## src/rtl/converter_sequencer.sv

```systemverilog
// Power-stage start-up sequencer: IDLE -> BOOT (bootstrap charge) -> RAMP -> RUN, with latched FAULT.
// Optional macro SEQ_ADC_OR_TRIP_EN adds the ADC over-range flag to the trip filter.
module converter_sequencer #(
  parameter int BOOT_CYCLES = 1000,
  parameter int RAMP_DIV    = 100000,
  parameter int PHI_START   = 0,
  parameter int PHI_MAX     = 180,
  parameter int FAULT_HOLD  = 100000
) (
  input  logic        i_clock,
  input  logic        i_RESET,
  input  logic        i_enable,
  input  logic        i_shoot_through,
  input  logic        i_adc_or,
  input  logic [31:0] i_phi_target,
  output logic [31:0] o_phi,
  output logic        o_bootstrap,
  output logic        o_on,
  output logic        o_fault,
  output logic [2:0]  o_state
);

  typedef enum logic [2:0] {
    ST_IDLE  = 3'd0,
    ST_BOOT  = 3'd1,
    ST_RAMP  = 3'd2,
    ST_RUN   = 3'd3,
    ST_FAULT = 3'd4
  } state_t;

  localparam logic [31:0] BOOT_LAST   = 32'(BOOT_CYCLES - 1);
  localparam logic [31:0] DIV_LAST    = 32'(RAMP_DIV - 1);
  localparam logic [31:0] HOLD_LAST   = 32'(FAULT_HOLD - 1);
  localparam logic [31:0] PHI_START_W = 32'(PHI_START);
  localparam logic [31:0] PHI_MAX_W   = 32'(PHI_MAX);

  // One-unit move toward the target; never passes it.
  function automatic logic [31:0] step_toward(input logic [31:0] cur, input logic [31:0] tgt);
    if (cur < tgt) begin
      step_toward = cur + 32'd1;
    end else if (cur > tgt) begin
      step_toward = cur - 32'd1;
    end else begin
      step_toward = cur;
    end
  endfunction

  state_t      state_r, state_next_s;
  logic [31:0] phi_r, phi_next_s;
  logic [31:0] boot_cnt_r, boot_cnt_next_s;
  logic [31:0] div_cnt_r, div_cnt_next_s;
  logic [31:0] fault_cnt_r, fault_cnt_next_s;
  logic        trip_prev_r, trip_prev_next_s;
  logic        on_r, boot_r, fault_r;
  logic        trip_in_s, trip_s;
  logic [31:0] eff_target_s;

`ifdef SEQ_ADC_OR_TRIP_EN
  assign trip_in_s = i_shoot_through | i_adc_or;
`else
  logic unused_adc_or_s;
  assign unused_adc_or_s = i_adc_or;
  assign trip_in_s       = i_shoot_through;
`endif

  // Two consecutive high samples make a trip; the previous sample is held in trip_prev_r.
  assign trip_s       = trip_in_s & trip_prev_r;
  assign eff_target_s = (i_phi_target > PHI_MAX_W) ? PHI_MAX_W : i_phi_target;

  // Next-state, counter and phi logic; defaults are the cleared values.
  always_comb begin
    state_next_s     = state_r;
    phi_next_s       = PHI_START_W;
    boot_cnt_next_s  = 32'd0;
    div_cnt_next_s   = 32'd0;
    fault_cnt_next_s = 32'd0;
    trip_prev_next_s = 1'b0;
    case (state_r)
      ST_IDLE: begin
        if (i_enable) begin
          state_next_s = ST_BOOT;
        end else begin
          state_next_s = ST_IDLE;
        end
      end
      ST_BOOT: begin
        trip_prev_next_s = trip_in_s;
        if (trip_s) begin
          state_next_s     = ST_FAULT;
          trip_prev_next_s = 1'b0;
        end else if (!i_enable) begin
          state_next_s     = ST_IDLE;
          trip_prev_next_s = 1'b0;
        end else if (boot_cnt_r == BOOT_LAST) begin
          state_next_s = ST_RAMP;
        end else begin
          state_next_s    = ST_BOOT;
          boot_cnt_next_s = boot_cnt_r + 32'd1;
        end
      end
      ST_RAMP, ST_RUN: begin
        trip_prev_next_s = trip_in_s;
        if (trip_s) begin
          state_next_s     = ST_FAULT;
          trip_prev_next_s = 1'b0;
        end else if (!i_enable) begin
          state_next_s     = ST_IDLE;
          trip_prev_next_s = 1'b0;
        end else begin
          if (div_cnt_r == DIV_LAST) begin
            phi_next_s     = step_toward(phi_r, eff_target_s);
            div_cnt_next_s = 32'd0;
          end else begin
            phi_next_s     = phi_r;
            div_cnt_next_s = div_cnt_r + 32'd1;
          end
          // RUN is entered together with the phi value that reaches the target.
          if ((state_r == ST_RAMP) && (phi_next_s == eff_target_s)) begin
            state_next_s = ST_RUN;
          end else begin
            state_next_s = state_r;
          end
        end
      end
      ST_FAULT: begin
        if ((fault_cnt_r == HOLD_LAST) && !i_enable) begin
          state_next_s = ST_IDLE;
        end else begin
          state_next_s     = ST_FAULT;
          fault_cnt_next_s = (fault_cnt_r == HOLD_LAST) ? fault_cnt_r : (fault_cnt_r + 32'd1);
        end
      end
      default: begin
        state_next_s = ST_IDLE;
      end
    endcase
  end

  // State, counters and registered outputs, with synchronous active-low reset.
  always_ff @(posedge i_clock) begin
    if (!i_RESET) begin
      state_r     <= ST_IDLE;
      phi_r       <= PHI_START_W;
      boot_cnt_r  <= 32'd0;
      div_cnt_r   <= 32'd0;
      fault_cnt_r <= 32'd0;
      trip_prev_r <= 1'b0;
      on_r        <= 1'b0;
      boot_r      <= 1'b0;
      fault_r     <= 1'b0;
    end else begin
      state_r     <= state_next_s;
      phi_r       <= phi_next_s;
      boot_cnt_r  <= boot_cnt_next_s;
      div_cnt_r   <= div_cnt_next_s;
      fault_cnt_r <= fault_cnt_next_s;
      trip_prev_r <= trip_prev_next_s;
      on_r        <= (state_next_s == ST_RAMP) || (state_next_s == ST_RUN);
      boot_r      <= (state_next_s == ST_BOOT);
      fault_r     <= (state_next_s == ST_FAULT);
    end
  end

  assign o_phi       = phi_r;
  assign o_state     = state_r;
  assign o_on        = on_r;
  assign o_bootstrap = boot_r;
  assign o_fault     = fault_r;

endmodule

```

## config.mk

```make
export PLATFORM = sky130hd
export DESIGN_NAME = converter_sequencer
export DESIGN_NICKNAME = d
export VERILOG_FILES = /design/src/rtl/converter_sequencer.sv
export SDC_FILE = /design/constraint.sdc
export NUM_CORES = 1
export LEC_CHECK = 0
export BUFFER_PORTS_ARGS = -buffer_cell sky130_fd_sc_hd__buf_2
export CORE_MARGIN = 4
export CORE_UTILIZATION = 30
export DETAILED_ROUTE_END_ITERATION = 12
export PLACE_DENSITY = 0.49
export SYNTH_ARGS = -nofsm -noshare
export SYNTH_HDL_FRONTEND = slang
export SYNTH_SLANG_ARGS = --single-unit
```

## constraint.sdc

```tcl
create_clock -name i_clock -period 9.9 [get_ports i_clock]
set_input_delay 0.495 -clock i_clock [delete_from_list [all_inputs] [get_ports i_clock]]
set_output_delay 0.495 -clock i_clock [all_outputs]
set_load 0.02 [all_outputs]
```

# ---- Yosys cells after proc, flatten, opt, wreduce, memory -nomap -nowiden
# Cells that the tools add are included.
dict set report totals {
  ff_bits 135
  out_inout_bits 38
  input_bits 37
}
dict set report op_classes {
  n_lt_le_gt_ge 3
  addsub 5
  bitwise_logic 7
  mux 16
  reduce_logical 12
  n_eq_ne 12
}
# cell count
set op_table {}
lappend op_table {{2-to-1 mux 32 bit} 7}
lappend op_table {{adder 32 x 1 -> 32 bit, second input constant} 4}
lappend op_table {{== test 32 x 17 -> 1 bit, second input constant} 2}
lappend op_table {{== test 32 x 10 -> 1 bit, second input constant} 1}
lappend op_table {{== test 32 bit} 1}
lappend op_table {{greater-than comparator 32 bit} 1}
lappend op_table {{greater-than comparator 32 x 8 -> 1 bit, second input constant} 1}
lappend op_table {{< comparator 32 bit} 1}
lappend op_table {{subtractor 32 x 1 -> 32 bit, second input constant} 1}
lappend op_table {{2-to-1 mux 3 bit} 5}
lappend op_table {{== test 3 x 2 -> 1 bit, second input constant} 4}
lappend op_table {{case mux 3 bit (4 select lines)} 1}
lappend op_table {{OR reduction 5 bit} 2}
lappend op_table {{OR reduction 4 bit} 2}
lappend op_table {{== test 3 x 1 -> 1 bit, second input constant} 2}
lappend op_table {{== test 3 bit, second input constant} 2}
lappend op_table {{inverter 1 bit} 6}
lappend op_table {{OR reduction 3 bit} 2}
lappend op_table {{2-to-1 mux 2 bit} 2}
lappend op_table {{zero test 3 bit} 1}
lappend op_table {{logical AND 1 bit} 2}
lappend op_table {{OR reduction 2 bit} 1}
lappend op_table {{bitwise AND 1 bit} 1}
lappend op_table {{zero test 1 bit} 1}
lappend op_table {{2 further kinds} 2}

# ---- Logic depth before layout (Yosys ltp)
# Gate-level depths: netlist (run 1).
dict set report depth {
  ltp_word 17
  mapped_depth 18
  depth_no_buf 17
}

# ---- Worst setup path after synthesis (run 1)
# OpenSTA, ideal clock, no wires.
dict set report synth_path {
  path_kind {input port to flip-flop}
  from {input i_phi_target[18]}
  to {register boot_r, in the netlist o_bootstrap}
  setup_slack_ns 5.460
  path_stages 17
  arrival_time_ns 4.380
  required_ns 9.840
  setup_ns 0.060
  cell_sequence {nor4_1 -> nand4_1 -> a2111oi_2 -> nand2_1 -> ha_1 -> nor2b_1 -> o211ai_1 -> a2111o_1 -> a31o_1 -> buf_2 -> a2111o_1 -> a21oi_2 -> o22ai_1 -> a2111oi_0 -> nand4_1 -> o21ai_2 -> and3_1}
}
dict set report synth_between {
  elab_chain_len 16
  word_cells_on_any_way 17
}
# element line_no
set synth_rtl {}
lappend synth_rtl {{start, declared} 15} ;# input logic [31:0] i_phi_target,
lappend synth_rtl {{greater-than comparator 32 x 8 -> 1 bit} 68} ;# assign eff_target_s = (i_phi_target > PHI_MAX_W) ? PHI_MAX_W : i_phi_target;
lappend synth_rtl {{2-to-1 mux 32 bit (*)} 68}
lappend synth_rtl {{greater-than comparator 32 bit} 41} ;# end else if (cur > tgt) begin
lappend synth_rtl {{2-to-1 mux 32 bit} 41}
lappend synth_rtl {{2-to-1 mux 32 bit} 39} ;# if (cur < tgt) begin
lappend synth_rtl {{2-to-1 mux 32 bit} 110} ;# if (div_cnt_r == DIV_LAST) begin
lappend synth_rtl {{2-to-1 mux 32 bit} 106} ;# end else if (!i_enable) begin
lappend synth_rtl {{2-to-1 mux 32 bit} 103} ;# if (trip_s) begin
lappend synth_rtl {{2-to-1 mux 32 bit} 78} ;# case (state_r)
lappend synth_rtl {{== test 32 bit (*)} 118} ;# if ((state_r == ST_RAMP) && (phi_next_s == eff_target_s)) begin
lappend synth_rtl {{logical AND 1 bit (*)} 118}
lappend synth_rtl {{2-to-1 mux 3 bit (*)} 118}
lappend synth_rtl {{2-to-1 mux 3 bit (*)} 106}
lappend synth_rtl {{2-to-1 mux 3 bit (*)} 103}
lappend synth_rtl {{case mux 3 bit (4 select lines) (*)} 78}
lappend synth_rtl {{== test 3 x 1 -> 1 bit (*)} 159} ;# boot_r <= (state_next_s == ST_BOOT);
lappend synth_rtl {{end signal, assigned} 159}
lappend synth_rtl {{end, declared} 54} ;# logic on_r, boot_r, fault_r;
# Every way passes the cells marked *; elsewhere a longest branch is shown, timed or not. The select of a mux whose other input is x is not followed.
# A chain may end at the register's enable or synchronous reset.

# ---- Worst setup path after layout (run 1)
dict set report layout_path {
  from {input i_phi_target[12]}
  to {register boot_r, in the netlist o_bootstrap}
}
# The elaborated chain is that of the path after synthesis.

==> metrics.csv, run 1 <==
metric,value,unit
share of layout cells above drive strength 1,10.9,%
Critical Path Source,i_phi_target[12],
Post-Synth Adder-Cell Area,5.66,%
peak supply drop,0.103,mV
Synth Register Bits,135,
"Area growth, synth to finish",16.4,%
Setup Viol. Count Final,0,
"EDFF count, synth",0,
clock root cell,clkbuf_16,
wire per inst,15.5,um
Simple-Gate Fraction of Synth Area,33.3,%
Yosys warning count,0,
Cell variety after synth,72,
reg2reg start,o_phi[14],
Post-Syn Instances,1028,
detail-routed via count per cell,5.24,
pwr dens,128,nW/um2
CTS resizes,0,
area of the core,26900,um2
Worst-Margin Slew,1.07,ns
CTS tree,built,
port buffer count,73,
Final Slew Violations,0,
worst setup path end,o_bootstrap,
family with the most delay on the worst path,compound AO/OA/AOI/OAI gates,
delay of the slowest critical-path stage,0.76,ns
total CTS buffers,17,
Post-synth top flop,dfxtp_1,
Worst Reg2Reg Path Length in Cells,12,
Initial Util,30.4,%
WS Path Type,primary input to register,
Clock power frac,53.4,%
Setup Skew,0.00863,ns
initial DRC count,405,
Int Power,0.915,mW
"Slowest-stage cell, CP",o21bai_1,
Critical Path RT,10.28,ns
mux cell area share after synthesis,0.735,%
Sequential Power Share,44.8,%
first-pass GRT wire length,37700,um
"Seq/Total Area, Yosys",33.1,%
GRT Total Usage,15.1,%
Fmax achieved,0.178,GHz
CP Buf/Inv Count,1,
minimum clock period,5.62,ns
drt drc,0,
final period utilization,56.8,%
largest family of logic cells by synthesized area,simple AND/OR/NAND/NOR gates,
status,completed,
Synth top cells by count,"nor2_1, dfxtp_1, nand2_1",
Hold/Removal Path Class,primary input to register,
io pins,75,
Final nets,1178,
most frequent CP cell,nand4_1,
First-pass DRT Iterations,5,
"area leader, netlist",dfxtp_1,
P_leak,3.45,nW
"Avg Cell Area, Syn",7.95,um2
global route overflow,0,
Worst-Skew Late Latency,0.43,ns
initial antenna violation count,0,
Worst setup EP type,register,
Final HPWL DP,16300,um
RSZ-0062 raised after global routing,false,
Synth Cell Area,8170,um2
XOR/XNOR Fraction of Synth Area,12.5,%
setup TNS,0,ns
Max Cap Violations,0,
top-area cell type share of the netlist area,33.1,%
combinational share of power,1.8,%
final WL,22500,um
largest net degree at the start of global routing,42,
clock-pin slew on the worst setup and hold paths,0.06,ns
clk buf depth,2,
vias in the first global route,7329,
asr flop ratio synth,0,%
DR vias,7643,
Die ar.,30000,um2
Post-CTS Setup Bufs,0,
# diodes,0,
Sw Share,24.6,%
complex-gate fraction of the synthesized area,11.6,%
Die Span Y,173,um
flop-to-flop setup slack,5.30,ns
CP arrival,6.00,ns
crit-path max FO,11,
GP Congestion,0.826,
TritonCTS Sinks,135,
Max-slew headroom,28.2,%
CP Depth,17,
ANT nets after route,0,
"count leader, synth",nor2_1,
DIE WIDTH,173,um
"Hold Violations, Final",0,
hold slack final,0.327,ns
type of origin of the critical path,primary input,
ranking of synthesized cells by area,"dfxtp_1, xor2_1, nor2_1, ha_1, xnor2_1",
row count,60,
crit path cell chain,buf_2 > nor4_1 > nand4_1 > a2111oi_2 > nand2_1 > ha_1 > nand4_1 > or4_1 > o21bai_1 > nor2_1 > a222oi_1 > xnor2_1 > or4_1 > o21ai_1 > nand4_1 > o21ai_2 > and3_1,
hold_buf cts,0,
sw power,0.299,mW
H-tree levels,4,
R2R Path End,o_bootstrap,
## layer usage
| layer | GRT usage [%] | wire, um | vias to the layer above |
|---|---|---|---|
| met2 | 24.8 | 10500 | 144 |
| met1 | 19.9 | 10800 | 3592 |
| met4 | 5.19 | 425 | 0 |
| li1 | - | - | 3878 |
| met5 | 0 | 0 | - |
| met3 | 2.89 | 788 | 29 |
## worst register-to-register path, cell delays in order (launching register included)
cell and delay [ns]:
dfxtp_1 0.44, ha_1 0.36, nand4_1 0.23, or4_1 0.65
o21bai_1 0.76, nor2_1 0.13, a222oi_1 0.59, xnor2_1 0.12
or4_1 0.51, o21ai_1 0.14, nand4_1 0.18, o21ai_2 0.24
and3_1 0.18
## worst min path at each step
stage | depth (start not counted) | start | to
finish | 2 | i_shoot_through | trip_prev_r
global route | 2 | i_shoot_through | trip_prev_r
detailed placement | 1 | boot_cnt_r[0] | boot_cnt_r[0]
global placement | 1 | div_cnt_r[0] | div_cnt_r[0]
CTS | 2 | i_shoot_through | trip_prev_r
floorplan | 1 | boot_cnt_r[0] | boot_cnt_r[0]
## state kept, by name, summed over array words and instances, names as in the netlist
signal	flops
boot_cnt_r	32
div_cnt_r	32
fault_cnt_r	32
o_phi	32
o_state	3
o_bootstrap	1
o_fault	1
o_on	1
trip_prev_r	1
## through the flow
step                instances  setup WS [ns]  power (mW)  util [%]  area (um2)
floorplan                1051           5.46       0.567         -        8260
global placement         1426           3.92       0.578      33.1        8910
detailed placement       1426           3.82       0.578      33.1        8910
CTS                      1458           4.27        1.24      35.4        9510
global route             1458           3.90        1.26      35.4        9510
finish                   1458           4.28        1.21      35.4        9510
## cell usage in the layout (no fill, tap or decap), types with 11 or more instances in the layout
cell type and count:
o211ai_1 11, clkbuf_16 17, or3_1 26, nand2_1 77
nand3_1 59, o21ai_0 32, and3_1 39, buf_2 73
dfxtp_1 135, xnor2_1 41, nor4_1 38, inv_1 14
a21oi_1 41, nor2_1 157, and4_1 11, or4_1 15
nor3_1 31, nand4_1 35, conb_1 24, ha_1 37
xor2_1 73
## final cells by class
type                       instances  area (um2)
fill                            2880       17400
multi-input combinational        856        5310
sequential                       135        2700
tap                              341         427
clock buffer                      17         425
timing repair buffer              80         418
clock inverter                    15         181
inverter                          14        52.6
## logic make-up after synthesis
logic type	Yosys count
muxes	6
buffers and inverters	60
other	1
xor gates and xnor gates	115
DFF	135
and+or+nand+nor	531
AOI/OAI and AO/OA	143
adders and majority gates	37
## power groups by stage
stage               sequential [mW]  clock (mW)  combinational, mW
finish                        0.544       0.648             0.0213
global route                  0.544       0.692             0.0247
CTS                           0.544       0.673             0.0214
detailed placement            0.557           0             0.0212
global placement              0.557           0             0.0210
floorplan                     0.557           0            0.00990
No activity file was read; power rests on OpenSTA's default activity.
==> inputs of run 2 (changes only) <==
ABC_AREA = 1   (was default)
clock period = 5.45 ns   (was 9.9 ns; I/O delays follow)
==> run 2 against run 1 <==
Compared with the run above:
- final cell count rose by 28%
- clock skew barely moved
- first-iteration DRC count rose by 20%
- synthesized cell count rose by 34%
- via count rose by 15%
- worst setup slack got worse by 2.4 ns
- hold slack got worse by 0.22 ns
- power rose by 81%
- critical endpoint is now o_state[0]
==> metrics.csv, run 2 <==
metric,value,unit,change
H-tree levels,4,,unchanged
vias in the first global route,8221,,was 7329
sw power,0.505,mW,was 0.299 mW
final WL,24000,um,was 22500 um
first-pass GRT wire length,40100,um,was 37700 um
CP arrival,3.97,ns,was 6.00 ns
hold path depth,3,,was 2
Synth top cells by count,"nand2_1, inv_1, nor2_1",,"was nor2_1, dfxtp_1, nand2_1"
most frequent cells in the layout,"nand2_1, inv_1, nor2_1",,"was nor2_1, dfxtp_1, nand2_1"
WS Path Type,primary input to register,,unchanged
largest net degree at the start of global routing,46,,was 42
Final Slew Violations,0,,unchanged
Post-CTS Setup Bufs,0,,unchanged
total CTS buffers,17,,unchanged
dpl ws,1.36,ns,was 3.82 ns
detail-routed via count per cell,4.71,,was 5.24
DP Cell Count,1833,,was 1426
CTS tree,built,,unchanged
GP Congestion,0.823,,was 0.826
"count leader, synth",nand2_1,,was nor2_1
Post-Syn Instances,1373,,was 1028
drt drc,0,,unchanged
RSZ-0062 raised after global routing,false,,unchanged
Hold Crit Endpoint,trip_prev_r,,unchanged
minimum clock period,3.61,ns,
"area leader, netlist",dfxtp_1,,unchanged
setup TNS,0,ns,unchanged
Final HPWL DP,18300,um,was 16300 um
min-delay src,i_shoot_through,,unchanged
area of the core,28900,um2,was 26900 um2
clk buf depth,2,,unchanged
Setup WS post-layout,1.84,ns,was 4.28 ns
Worst-Skew Late Latency,0.43,ns,about the same
family with the most delay on the worst path,simple AND/OR/NAND/NOR gates,,was compound AO/OA/AOI/OAI gates
Worst setup EP type,register,,unchanged
Sequential Power Share,44.9,%,was 44.8%
"Seq/Total Area, Yosys",30.5,%,was 33.1%
Max Cap Violations,0,,unchanged
ANT nets after route,0,,unchanged
fin cells,1865,,was 1458
wire per inst,12.9,um,was 15.5 um
Worst-Margin Slew,0.823,ns,was 1.07 ns
Post-synth top flop,dfxtp_1,,unchanged
most frequent CP cell,nand2_1,,was nand4_1
Max-slew headroom,45.0,%,was 28.2%
Clock power frac,53.2,%,was 53.4%
Yosys warning count,0,,unchanged
R2R Path End,o_state[0],,was o_bootstrap
Worst Reg2Reg Path Length in Cells,17,,was 12
Critical Path RT,5.81,ns,was 10.28 ns
DR vias,8785,,was 7643
flop-to-flop setup slack,1.89,ns,was 5.30 ns
peak supply drop,0.187,mV,was 0.103 mV
"Area growth, synth to finish",16.0,%,was 16.4%
crit-path max FO,18,,was 11
combinational share of power,1.9,%,was 1.8%
Final nets,1542,,was 1178
row count,62,,was 60
delay of the slowest critical-path stage,0.36,ns,was 0.76 ns
GRT Total Usage,14.8,%,was 15.1%
port buffer count,73,,unchanged
share of layout cells above drive strength 1,11.6,%,was 10.9%
final period utilization,66.2,%,
global route overflow,0,,unchanged
# diodes,0,,unchanged
"EDFF count, synth",0,,unchanged
Initial Util,30.6,%,was 30.4%
Sw Share,22.9,%,was 24.6%
asr flop ratio synth,0,%,unchanged
ranking of synthesized cells by area,"dfxtp_1, nand2_1, inv_1, nor2_1, nand3_1",,"was dfxtp_1, xor2_1, nor2_1, ha_1, xnor2_1"
"most common cell after layout, fill and taps aside",nand2_1,,was nor2_1
pwr dens,214,nW/um2,was 128 nW/um2
initial antenna violation count,1,,was 0
CTS resizes,0,,unchanged
clock-pin slew on the worst setup and hold paths,0.06,ns,about the same
crit path cell chain,buf_2 > nor4_1 > nand4_1 > nor2_1 > nand2_1 > nor2_1 > ha_1 > a21o_1 > nor2_1 > nand2_1 > nand2_1 > nand2_1 > nand2_1 > nand2_2 > inv_1 > o21ai_0 > nand3_1 > xor2_1 > nand2_1 > nor2_2 > nand3_1 > o21bai_1 > nand2_1 > a21oi_2,,was buf_2 > nor4_1 > nand4_1 > a2111oi_2 > nand2_1 > ha_1 > nand4_1 > or4_1 > o21bai_1 > nor2_1 > a222oi_1 > xnor2_1 > or4_1 > o21ai_1 > nand4_1 > o21ai_2 > and3_1
Setup Skew,0.00847,ns,was 0.00863 ns
Critical Path Source,i_phi_target[11],,was i_phi_target[12]
"Hold Violations, Final",0,,unchanged
Hold/Removal Path Class,primary input to register,,unchanged
io pins,75,,unchanged
First-pass DRT Iterations,8,,was 5
fin util,35.5,%,was 35.4%
Int Power,1.70,mW,was 0.915 mW
"Slowest-stage cell, CP",inv_1,,was o21bai_1
DIE WIDTH,180,um,was 173 um
type of origin of the critical path,primary input,,unchanged
Die Span Y,180,um,was 173 um
status,completed,,unchanged
Synth Register Bits,135,,unchanged
Fmax achieved,0.277,GHz,
hold_buf cts,0,,unchanged
top-area cell type share of the netlist area,30.5,%,was 33.1%
"Avg Cell Area, Syn",6.45,um2,was 7.95 um2
Setup Viol. Count Final,0,,unchanged
Placed Area,9680,um2,was 8910 um2
TritonCTS Sinks,135,,unchanged
P_leak,4.53,nW,was 3.45 nW
Finished Cell Area,10300,um2,was 9510 um2
CP Buf/Inv Count,2,,was 1
Die ar.,32300,um2,was 30000 um2
Synth Cell Area,8850,um2,was 8170 um2
clock root cell,clkbuf_16,,unchanged
Cell variety after synth,49,,was 72
initial DRC count,484,,was 405
reg2reg start,o_phi[23],,was o_phi[14]
run 2: how the worst max path moves through the flow:
stage | end | slack [ns] | depth (start not counted)
after global placement | o_state[0] | 1.32 | 24
after global routing | o_state[0] | 1.29 | 24
final | o_state[0] | 1.84 | 24
after floorplan | o_state[0] | 2.41 | 28
after CTS | o_state[0] | 1.80 | 24
after detailed placement | o_state[0] | 1.36 | 24
run 2: layout make-up:
type	count	area (um2)
fill	3164	18700
multi-input combinational	1021	5290
sequential	135	2700
inverter	215	807
tap	384	480
clock buffer	19	443
timing repair buffer	78	403
clock inverter	13	148
run 2: power by group through the flow:
stage	Sequential (mW)	Clock [mW]	Combinational [mW]
6_report	0.990	1.17	0.0415
5_1_grt	0.990	1.25	0.0489
3_5_place_dp	1.01	0	0.0415
3_3_place_gp	1.01	0	0.0406
2_1_floorplan	1.01	0	0.0208
4_1_cts	0.990	1.21	0.0416
run 2: kinds of logic (layout without fill, tap and decap cells):
logic type               count (synthesis)  in the layout  synth area share [%]
adder cells (fa/ha/maj)                 37             37                  5.23
flip-flops                             135            135                  30.5
XOR/XNOR                                23             23                  2.28
buffers and inverters                  240            325                  10.7
other                                    1             24                0.0424
AND/OR/NAND/NOR                        790            790                  42.2
AO/OA/AOI/OAI                          147            147                  9.03
run 2: worst min-delay path, delay by kind of cell:
family | cells | cell delay (ns)
AND/OR/NAND/NOR | 2 | 0.11
buffers and inverters | 1 | 0.11
run 2: through the flow:
step	power, mW	hold WS (ns)
global route	2.29	0.127
finish	2.20	0.111
detailed placement	1.05	0.435
floorplan	1.03	0.413
CTS	2.24	0.0932
global placement	1.05	0.425
run 2: per-layer routing:
layer	share of wire, %	global-route usage [%]	vias to the layer above	routed length (um)
li1	-	-	4702	-
met1	47	19.1	3933	11400
met2	47	25.0	119	11300
met3	3.3	2.67	29	783
met4	2.0	5.21	2	486
met5	0.083	0	-	20
==> inputs of run 3 (changes only) <==
ABC_AREA = 0   (was 1)
clock period = 3.4 ns   (was 5.45 ns; I/O delays follow)
==> run 3 against run 2 <==
Compared with the run above:
- the flow now finishes with violations (negative setup slack)
- first-iteration DRC count up 18%
- power up 64%
- sequential cell count unchanged
- count of clock-buffer cells in the layout down 1
- final cell count down 11%
- die area down 7.4%
- final area up 11%
- critical path type unchanged
- largest power group unchanged
- highest routed layer is now met4
==> metrics.csv, run 3 (synthesized netlist as in run 1, its figures left out) <==
metric,value,unit,change
status,"complete, but fails checks",,was completed
violated checks,negative setup slack,,
clock-pin slew on the worst setup and hold paths,0.06,ns,about the same
Setup WS post-layout,-0.704,ns,was 1.84 ns
clock root cell,clkbuf_16,,unchanged
peak supply drop,0.250,mV,was 0.187 mV
Worst-Skew Late Latency,0.43,ns,about the same
# diodes,0,,unchanged
Setup Viol. Count Final,5,,was 0
io pins,75,,unchanged
flop-to-flop setup slack,-0.36,ns,was 1.89 ns
Final HPWL DP,19100,um,was 18300 um
Max-slew headroom,52.4,%,was 45.0%
"Slowest-stage cell, CP",or4_4,,was inv_1
area of the core,26900,um2,was 28900 um2
initial antenna violation count,0,,was 1
First-pass DRT Iterations,5,,was 8
RSZ-0062 raised after global routing,true,,was false
Worst-Margin Slew,0.708,ns,was 0.823 ns
GRT Total Usage,16.7,%,was 14.8%
final-layout fill cell count,2745,,was 3164
largest net degree at the start of global routing,33,,was 46
vias in the first global route,8099,,was 8221
Placed Area,10400,um2,was 9680 um2
drt drc,0,,unchanged
"Hold Violations, Final",0,,unchanged
final period utilization,121,%,
"most common cell after layout, fill and taps aside",buf_4,,was nand2_1
global route overflow,0,,unchanged
Finished Cell Area,11400,um2,was 10300 um2
Worst Reg2Reg Path Length in Cells,13,,was 17
fin util,42.3,%,was 35.5%
Worst setup EP type,register,,unchanged
most frequent cells in the layout,"buf_4, nor2_1, dfxtp_1",,"was nand2_1, inv_1, nor2_1"
Max Cap Violations,0,,unchanged
final WL,25600,um,was 24000 um
Die ar.,30000,um2,was 32300 um2
Hold/Removal Path Class,primary input to register,,unchanged
crit-path max FO,5,,was 18
CP arrival,4.46,ns,was 3.97 ns
"Area growth, synth to finish",39.1,%,was 16.0%
CTS tree,built,,unchanged
share of layout cells above drive strength 1,26.8,%,was 11.6%
crit path cell chain,buf_2 > nor4_2 > nand2_1 > a2111oi_4 > buf_4 > nand2_4 > ha_4 > nand4_1 > or4_4 > or2_4 > and2_4 > a222oi_1 > buf_4 > xnor2_2 > or4_1 > o21ai_1 > nand4_1 > o21ai_2 > and3_1,,was buf_2 > nor4_1 > nand4_1 > nor2_1 > nand2_1 > nor2_1 > ha_1 > a21o_1 > nor2_1 > nand2_1 > nand2_1 > nand2_1 > nand2_1 > nand2_2 > inv_1 > o21ai_0 > nand3_1 > xor2_1 > nand2_1 > nor2_2 > nand3_1 > o21bai_1 > nand2_1 > a21oi_2
row count,60,,was 62
minimum clock period,4.10,ns,
first-pass GRT wire length,41600,um,was 40100 um
P_leak,4.54,nW,was 4.53 nW
delay of the slowest critical-path stage,0.54,ns,was 0.36 ns
DR vias,8497,,was 8785
Setup Skew,0.0188,ns,was 0.00847 ns
Critical Path RT,3.76,ns,was 5.81 ns
Fmax achieved,0.244,GHz,
CP Buf/Inv Count,3,,was 2
GP Congestion,0.904,,was 0.823
port buffer count,73,,unchanged
detail-routed via count per cell,5.11,,was 4.71
family with the most delay on the worst path,simple AND/OR/NAND/NOR gates,,unchanged
TritonCTS Sinks,135,,unchanged
ANT nets after route,0,,unchanged
R2R Path End,o_bootstrap,,was o_state[0]
H-tree levels,4,,unchanged
Initial Util,30.4,%,was 30.6%
worst setup path end,o_bootstrap,,was o_state[0]
wire per inst,15.4,um,was 12.9 um
total CTS buffers,17,,unchanged
Die Span Y,173,um,was 180 um
Final Slew Violations,0,,unchanged
CP Depth,19,,was 24
clk buf depth,2,,unchanged
initial DRC count,573,,was 484
pwr dens,319,nW/um2,was 214 nW/um2
WS Path Type,primary input to register,,unchanged
Critical Path Source,i_phi_target[26],,was i_phi_target[11]
type of origin of the critical path,primary input,,unchanged
reg2reg start,o_phi[15],,was o_phi[23]
Final nets,1384,,was 1542
DIE WIDTH,173,um,was 180 um
run 3: what timing repair did:
action | in CTS | in global routing
gates resized for setup | 18 | 19
pin swaps | 24 | 17
hold endpoints to repair | 1 | 0
hold buffers | 1 | 0
setup endpoints to repair | 8 | 22
setup buffers | 15 | 8
run 3: worst min path at each step:
stage | to | cells past startpoint | start | slack, ns
finish | trip_prev_r | 2 | i_shoot_through | 0.05
global route | trip_prev_r | 2 | i_shoot_through | 0.05
CTS | trip_prev_r | 2 | i_shoot_through | 0.04
detailed placement | o_state[2] | 2 | i_RESET | 0.44
global placement | boot_cnt_r[0] | 1 | boot_cnt_r[0] | 0.43
floorplan | o_fault | 1 | i_RESET | 0.29
run 3: area by class of cell:
type / instances / area, um2 / area share (%)
multi-input cells: 856 / 5540 / 48.7
repair buffers: 286 / 2040 / 18.0
clock inverters: 13 / 166 / 1.46
flip-flops and latches: 135 / 2700 / 23.8
well taps: 341 / 427 / 3.75
clock buffers: 18 / 439 / 3.86
inverters: 14 / 52.6 / 0.462
run 3: worst reg2reg max path, stage by stage (launching register included):
cell	delay [ns]
dfxtp_1	0.32
ha_1	0.29
nand4_1	0.23
or4_4	0.63
or2_4	0.29
and2_4	0.14
a222oi_1	0.34
buf_4	0.19
xnor2_2	0.05
or4_1	0.47
o21ai_1	0.17
nand4_1	0.20
o21ai_2	0.20
and3_1	0.17
run 3: where the power goes:
group	leakage, nW	total, mW	internal [mW]	switching, mW
Clock	0.290	1.94	1.18	0.766
Sequential	1.09	1.59	1.58	0.00211
Combinational	3.16	0.0925	0.0466	0.0459
Total	4.54	3.62	2.81	0.814
run 3: routing by layer:
layer	up-vias	routed length, um	track usage, %
li1	4274	-	-
met1	3953	11700	21.8
met2	217	12100	28.1
met3	53	1170	3.08
met4	0	690	5.52
met5	-	0	0
run 3: stage by stage:
stage | setup slack (ns) | power, mW | instances | TNS [ns] | hold WS, ns
final | -0.704 | 3.62 | 1663 | -1.71 | 0.0453
after global routing | -0.857 | 3.75 | 1663 | -3.33 | 0.0506
after CTS | -0.597 | 3.66 | 1657 | -1.41 | 0.0385
after detailed placement | -1.17 | 1.71 | 1610 | -12.52 | 0.437
after global placement | -1.10 | 1.70 | 1610 | -10.95 | 0.434
after floorplan | -0.545 | 1.65 | 1051 | -0.966 | 0.288
